===== src/rtl/cache_pkg.sv =====
// cache_pkg: shared types and constants for the cache controller slice.
//   state_t  - controller / memory-port phase encoding
//   clog2    - ceiling log2 for deriving index widths from LINES
//   C_*      - default geometry and the index/tag widths derived from it
package cache_pkg;

  typedef enum logic [1:0] {
    IDLE    = 2'd0,
    LOOKUP  = 2'd1,
    WAIT_HI = 2'd2,
    WAIT_LO = 2'd3
  } state_t;

  function automatic int clog2(input int n);
    int r;
    r = 0;
    for (int i = 0; i < 32; i++)
      if ((1 << r) < n) r++;
    return r;
  endfunction

  localparam int C_LINES  = 16;
  localparam int C_ADDR_W = 32;
  localparam int C_DATA_W = 32;
  localparam int C_IDX_W  = clog2(C_LINES);
  localparam int C_TAG_W  = C_ADDR_W - C_IDX_W;

endpackage


===== src/rtl/cache_ctrl_mem_port.sv =====
// cache_ctrl_mem_port: sole master of the word RAM.
//   i_issue/i_write/i_addr/i_wdata - request from the controller (one-cycle issue)
//   o_dup      - the issued triple equals the last completed one; the RAM
//                will not re-trigger, so the controller completes at once
//   o_resp_hi  - response rising seen while waiting (WAIT_HI -> WAIT_LO)
//   o_done     - response falling seen; o_rdata carries the RAM read data
//   o_mem_*    - registered RAM address/data/write, held between accesses
//   i_mem_response/i_mem_out - RAM handshake flag and read data
module cache_ctrl_mem_port
  import cache_pkg::*;
#(
  parameter int ADDR_W = C_ADDR_W,
  parameter int DATA_W = C_DATA_W
) (
  input  logic              clk,
  input  logic              rst,
  input  logic              i_issue,
  input  logic              i_write,
  input  logic [ADDR_W-1:0] i_addr,
  input  logic [DATA_W-1:0] i_wdata,
  output logic              o_dup,
  output logic              o_resp_hi,
  output logic              o_done,
  output logic [DATA_W-1:0] o_rdata,
  output logic [31:0]       o_mem_address,
  output logic [31:0]       o_mem_data,
  output logic              o_mem_write,
  input  logic              i_mem_response,
  input  logic [31:0]       i_mem_out
);

  state_t      r_phase;
  logic        r_last_valid;
  logic [31:0] r_mem_address;
  logic [31:0] r_mem_data;
  logic        r_mem_write;

  logic [31:0] w_addr32;
  logic [31:0] w_data32;

  assign w_addr32 = 32'(i_addr);
  assign w_data32 = 32'(i_wdata);

  // The mem_* registers are the last issued triple, so no separate copy.
  assign o_dup = r_last_valid && (r_mem_write == i_write) &&
                 (r_mem_address == w_addr32) && (r_mem_data == w_data32);

  assign o_resp_hi = (r_phase == WAIT_HI) &&  i_mem_response;
  assign o_done    = (r_phase == WAIT_LO) && !i_mem_response;
  assign o_rdata   = DATA_W'(i_mem_out);

  assign o_mem_address = r_mem_address;
  assign o_mem_data    = r_mem_data;
  assign o_mem_write   = r_mem_write;

  always_ff @(posedge clk or posedge rst) begin
    if (rst) begin
      r_phase       <= IDLE;
      r_last_valid  <= 1'b0;
      r_mem_address <= '0;
      r_mem_data    <= '0;
      r_mem_write   <= 1'b0;
    end else begin
      case (r_phase)
        IDLE: if (i_issue) begin
          r_mem_address <= w_addr32;
          r_mem_data    <= w_data32;
          r_mem_write   <= i_write;
          // A duplicate never leaves IDLE: the RAM sees no change.
          if (!o_dup) r_phase <= WAIT_HI;
        end
        WAIT_HI: if (i_mem_response) r_phase <= WAIT_LO;
        WAIT_LO: if (!i_mem_response) begin
          r_phase      <= IDLE;
          r_last_valid <= 1'b1;
        end
        default: r_phase <= IDLE;
      endcase
    end
  end

endmodule


===== src/rtl/cache_ctrl.sv =====
// cache_ctrl: direct-mapped, write-through, no-write-allocate cache, one word
// per line, between the CPU load/store port and a single-port word RAM.
//   clk, rst                       - clock, async active-high reset
//   cpu_req/write/addr/wdata       - CPU request, sampled only in IDLE
//   cpu_ready/rdata/hit            - one-cycle completion pulse with result
//   mem_address/data/write         - registered RAM request
//   mem_response/mem_out           - RAM change-triggered handshake + read data
module cache_ctrl
  import cache_pkg::*;
#(
  parameter int LINES  = C_LINES,
  parameter int ADDR_W = C_ADDR_W,
  parameter int DATA_W = C_DATA_W
) (
  input  logic              clk,
  input  logic              rst,
  input  logic              cpu_req,
  input  logic              cpu_write,
  input  logic [ADDR_W-1:0] cpu_addr,
  input  logic [DATA_W-1:0] cpu_wdata,
  output logic              cpu_ready,
  output logic [DATA_W-1:0] cpu_rdata,
  output logic              cpu_hit,
  output logic [31:0]       mem_address,
  output logic [31:0]       mem_data,
  output logic              mem_write,
  input  logic              mem_response,
  input  logic [31:0]       mem_out
);

  localparam int IDX_W = clog2(LINES);
  localparam int TAG_W = ADDR_W - IDX_W;

  state_t              r_state;
  logic                r_write;
  logic [ADDR_W-1:0]   r_addr;
  logic [DATA_W-1:0]   r_wdata;
  logic                r_ready;
  logic                r_hit;
  logic [DATA_W-1:0]   r_rdata;

  logic [LINES-1:0]    r_valid;
  logic [TAG_W-1:0]    r_tag  [LINES];
  logic [DATA_W-1:0]   r_data [LINES];

  logic [IDX_W-1:0]    w_idx;
  logic [TAG_W-1:0]    w_tag;
  logic                w_hit;
  logic                w_issue;
  logic                w_dup;
  logic                w_resp_hi;
  logic                w_done;
  logic [DATA_W-1:0]   w_mem_rdata;
  logic                w_fill;
  logic                w_upd;

  assign w_idx = r_addr[IDX_W-1:0];
  assign w_tag = r_addr[ADDR_W-1:IDX_W];
  assign w_hit = r_valid[w_idx] && (r_tag[w_idx] == w_tag);

  // Read hits are the only accesses that stay off the RAM.
  assign w_issue = (r_state == LOOKUP) && (r_write || !w_hit);

  // Reads allocate only after a real RAM access; a duplicate read just
  // returns the RAM's held output.
  assign w_fill = (r_state == WAIT_LO) && w_done && !r_write;
  assign w_upd  = r_write && w_hit &&
                  (((r_state == LOOKUP) && w_dup) ||
                   ((r_state == WAIT_LO) && w_done));

  cache_ctrl_mem_port #(
    .ADDR_W (ADDR_W),
    .DATA_W (DATA_W)
  ) u_mem_port (
    .clk            (clk),
    .rst            (rst),
    .i_issue        (w_issue),
    .i_write        (r_write),
    .i_addr         (r_addr),
    .i_wdata        (r_wdata),
    .o_dup          (w_dup),
    .o_resp_hi      (w_resp_hi),
    .o_done         (w_done),
    .o_rdata        (w_mem_rdata),
    .o_mem_address  (mem_address),
    .o_mem_data     (mem_data),
    .o_mem_write    (mem_write),
    .i_mem_response (mem_response),
    .i_mem_out      (mem_out)
  );

  // Line tag/data need no reset; valid bits guard them.
  always_ff @(posedge clk) begin
    if (w_fill) begin
      r_tag[w_idx]  <= w_tag;
      r_data[w_idx] <= w_mem_rdata;
    end else if (w_upd) begin
      r_data[w_idx] <= r_wdata;
    end
  end

  always_ff @(posedge clk or posedge rst) begin
    if (rst) begin
      r_state <= IDLE;
      r_valid <= '0;
      r_write <= 1'b0;
      r_addr  <= '0;
      r_wdata <= '0;
      r_ready <= 1'b0;
      r_hit   <= 1'b0;
      r_rdata <= '0;
    end else begin
      r_ready <= 1'b0;
      if (w_fill) r_valid[w_idx] <= 1'b1;
      case (r_state)
        IDLE: if (cpu_req) begin
          r_write <= cpu_write;
          r_addr  <= cpu_addr;
          r_wdata <= cpu_wdata;
          r_state <= LOOKUP;
        end
        LOOKUP: begin
          if (!r_write && w_hit) begin
            r_ready <= 1'b1;
            r_hit   <= 1'b1;
            r_rdata <= r_data[w_idx];
            r_state <= IDLE;
          end else if (w_dup) begin
            r_ready <= 1'b1;
            r_hit   <= r_write && w_hit;
            if (!r_write) r_rdata <= w_mem_rdata;
            r_state <= IDLE;
          end else begin
            r_state <= WAIT_HI;
          end
        end
        WAIT_HI: if (w_resp_hi) r_state <= WAIT_LO;
        WAIT_LO: if (w_done) begin
          r_ready <= 1'b1;
          r_hit   <= r_write && w_hit;
          if (!r_write) r_rdata <= w_mem_rdata;
          r_state <= IDLE;
        end
        default: r_state <= IDLE;
      endcase
    end
  end

  assign cpu_ready = r_ready;
  assign cpu_hit   = r_hit;
  assign cpu_rdata = r_rdata;

endmodule


===== config.mk =====
export PLATFORM = sky130hd
export DESIGN_NAME = cache_ctrl
export DESIGN_NICKNAME = d
export VERILOG_FILES = /design/src/rtl/cache_pkg.sv /design/src/rtl/cache_ctrl_mem_port.sv /design/src/rtl/cache_ctrl.sv
export SDC_FILE = /design/constraint.sdc
export NUM_CORES = 1
export LEC_CHECK = 0
export ABC_AREA = 0
export BUFFER_PORTS_ARGS = -buffer_cell sky130_fd_sc_hd__buf_2
export CAP_MARGIN = 0
export CORE_MARGIN = 2
export CORE_UTILIZATION = 50
export DETAILED_ROUTE_END_ITERATION = 10
export PLACE_DENSITY_LB_ADDON = 0.2
export SLEW_MARGIN = 40
export SYNTH_ARGS = -nofsm -noshare
export SYNTH_HDL_FRONTEND = slang
export SYNTH_SLANG_ARGS = --single-unit

===== constraint.sdc =====
create_clock -name clk -period 6 [get_ports clk]
set_clock_uncertainty 0.05 [all_clocks]
set_input_delay 0.9 -clock clk [delete_from_list [all_inputs] [get_ports clk]]
set_output_delay 0.9 -clock clk [all_outputs]
set_load 0.03 [all_outputs]

==> summary.md <==
| Metric | Value |
|---|---|
| Status | `completed` |
| Final Non-Filler Cells | `3813` |
| Final Cell Area | `52500 um2` |
| Die area | `93800 um2` |
| Initial DRT Pass Iterations | `8` |
| Vias in the first global route | `23900` |
| Number of core rows | `110` |
| Net Sw Frac | `33.7%` |
| Worst-path clk slew | `60 ps` |
| Max frequency | `199 MHz` |
| Min setup slack post-route | `979 ps` |
| Gp weighted congestion | `0.815` |
| Pwr Total | `25.8 mW` |
| Nets | `2636` |
| Switching power | `8.69 mW` |
| Crit Path Class | `reg2reg` |
| Dpl hpwl | `71.3 mm` |
| Crit. End Element | `flop` |
| Slew margin rel. | `44.1%` |
| Top-area cell type share of the netlist area | `63.1%` |
| Layout cells sized above 1 | `33.1%` |
| Congestion Overflow GR | `0` |
| Least-Margin Pin Slew | `838 ps` |
| Area growth from synthesis to layout | `15.1%` |
| Post-layout util | `58.2%` |
| Min Tclk post-route | `5020 ps` |
| Initial antenna violation count | `1` |
| All-layer global routing usage | `25.4%` |
| Area after DPL | `48800 um2` |
| Pre-CTS setup slack | `981 ps` |
| Post-synth EDFFs | `960` |
| DRT iter0 DRCs | `2500` |
| Post-route ant nets | `0` |
| Post-synthesis sequential area ratio | `73.3%` |
| Vias after detailed routing | `23400` |
| # DRC | `0` |
| Worst Path Max Fanout | `49` |
| Prevailing post-synth register cell | `edfxtp_1` |
| Worst-Skew Late Latency | `710 ps` |
| Crit path cell chain | `buf_4 -> mux4_2 -> a22oi_1 -> nand2_1 -> xor2_1 -> or3_1 -> a2111oi_0 -> nand4b_1 -> o21ai_4 -> buf_12 -> mux2_1` |
| Startpoint Class | `flop` |
| Die Wd | `306 um` |
| #FFs+latches synth | `1145` |
| Leakage | `18.0 nW` |
| CTS Hold Bufs | `0` |
| Buffers on Ports | `199` |
| Power per cell area | `491 nW/um2` |
| Gate power share | `30.2%` |
| Hold crit path type | `in2async` |
| Via density | `6.12` |
| Top area cells in the synthesized netlist | `edfxtp_1 63%, mux4_2 12%, dfrtp_1 10%` |
| H-tree depth | `3` |
| Sink Count | `1145` |
| Filler instances | `6692` |
| Core area | `90300 um2` |
| Post-synth ARST share | `16.2%` |
| # setup viols final | `0` |
| RSZ-0062 raised after global routing | `false` |
| Max Slew Vio Count | `0` |
| CTS root buffer | `clkbuf_16` |
| Routed wire per std cell | `30.8 um` |
| Most common cell in the netlist | `edfxtp_1` |
| Seq pwr share | `42.3%` |
| Arrival time worst endpoint | `5550 ps` |
| Yosys cell types | `64` |
| Synth Warn # | `0` |
| Ant diodes | `0` |
| Routed wire length | `117 mm` |
| Final worst path period share | `83.7%` |
| Max Cap Viol | `0` |
| Avg Synthesized Cell Area | `20.5 um2` |
| Slowest stage delay, CP | `770 ps` |
| Post-CTS setup buffer count | `0` |
| Clock Power Share | `27.5%` |
| Syn Nets | `2331` |
| Post-cts resize count | `0` |
| Worst path slowest cell | `dfrtp_4` |
| # IOs | `200` |
| Largest net degree at the start of global routing | `88` |
| Die Span Y | `306 um` |
| Post-synth top cells | `960 x edfxtp_1, 249 x mux4_2, 185 x dfrtp_1` |
| Int Pwr | `17.1 mW` |
| Synthesized area | `45700 um2` |
| Num CTS Buffers | `115` |
| First-pass GRT wire length | `170 mm` |
| Fin. Hold Viols | `0` |
| Setup TNS | `0 ps` |
| Placed cell count | `3594` |
| CTS max path bufs | `3` |
| WP data required | `6530 ps` |
| Min Hold Slack | `263 ps` |
| Initial core utilization | `50.6%` |
| Max IR drop VDD | `0.000367 V` |
| Synth Instances | `2230` |
| CTS tree | `done` |
| Area leader, netlist | `edfxtp_1` |
power by group through the flow:
stage,clock network (mW),logic (mW),registers [mW]
after CTS,7.19,7.88,10.9
after floorplan,0,4.84,11.1
after detailed placement,0,7.85,11.0
after global placement,0,7.75,11.0
final,7.08,7.80,10.9
after global routing,7.50,8.30,11.0
layer usage:
layer  vias to the layer above  wire, um  track usage (%)
met5                         -         0                0
met3                       166     10400             6.28
met2                       962     56700             40.7
met4                         0      2960             6.54
li1                       9714         -                -
met1                     12500     47300             35.5
path summary, 6_finish.rpt:
check	startpoint	endpoint	slack (ps)	cells past startpoint
max	r_addr[1]	u_mem_port.o_mem_address[18]	980	11
min	rst	r_wdata[3]	260	2
max reg2reg	r_addr[1]	u_mem_port.o_mem_address[18]	980	11
min reg2reg	r_valid[13]	r_valid[13]	410	1
max in group asynchronous	rst	r_addr[27]	4480	3
min in group clk	cpu_addr[3]	r_addr[3]	360	3
state kept, by name, summed over array words and instances, names as in the netlist, 2 cells and up, named ones only:
register and flops:
r_tag 448, r_data 512, u_mem_port.o_mem_address 32, r_wdata 32, r_addr 32, cpu_rdata 32, r_valid 16, u_mem_port.o_mem_data 32
u_mem_port.r_phase 2
kinds of logic after synthesis:
kind of cell / Yosys count / synth area share, %
flip-flops: 1145 / 73.3
multiplexers: 519 / 18.6
AND/OR/NAND/NOR: 214 / 2.61
AO/OA/AOI/OAI: 137 / 2.33
buffers and inverters: 129 / 1.51
XOR/XNOR: 86 / 1.65
worst max-delay path: cells and delay by family (launching register included):
family,cells,cell delay (ps)
AOI/OAI and AO/OA,3,990
xor gates and xnor gates,1,190
buffers and inverters,2,830
DFF,1,770
muxes,2,960
and+or+nand+nor,3,1000
placed cells by master, fill, tap and decap left out, types with 29 or more instances in the layout:
| cell | synthesis | final |
|---|---|---|
| xor2_1 | 33 | 33 |
| mux2_1 | 78 | 78 |
| buf_2 | 16 | 199 |
| mux2_2 | 79 | 79 |
| xnor2_1 | 53 | 53 |
| buf_4 | 7 | 78 |
| mux2i_1 | 113 | 113 |
| o2bb2ai_1 | 33 | 33 |
| mux4_2 | 249 | 249 |
| nand2_1 | 40 | 40 |
| nor2b_1 | 48 | 48 |
| edfxtp_1 | 960 | 960 |
| clkbuf_16 | 0 | 116 |
| dfrtp_1 | 185 | 174 |
| clkbuf_1 | 46 | 29 |
cell type report:
| class | instances | area, um2 | area share [%] |
|---|---|---|---|
| tap | 1176 | 1470 | 2.80 |
| clock inverter | 61 | 567 | 1.08 |
| multi-input combinational | 956 | 11700 | 22.4 |
| inverter | 18 | 76.3 | 0.145 |
| clock buffer | 158 | 3190 | 6.07 |
| sequential | 1145 | 33500 | 63.7 |
| timing repair buffer | 299 | 2010 | 3.83 |
(Power assumes the default switching activity.)
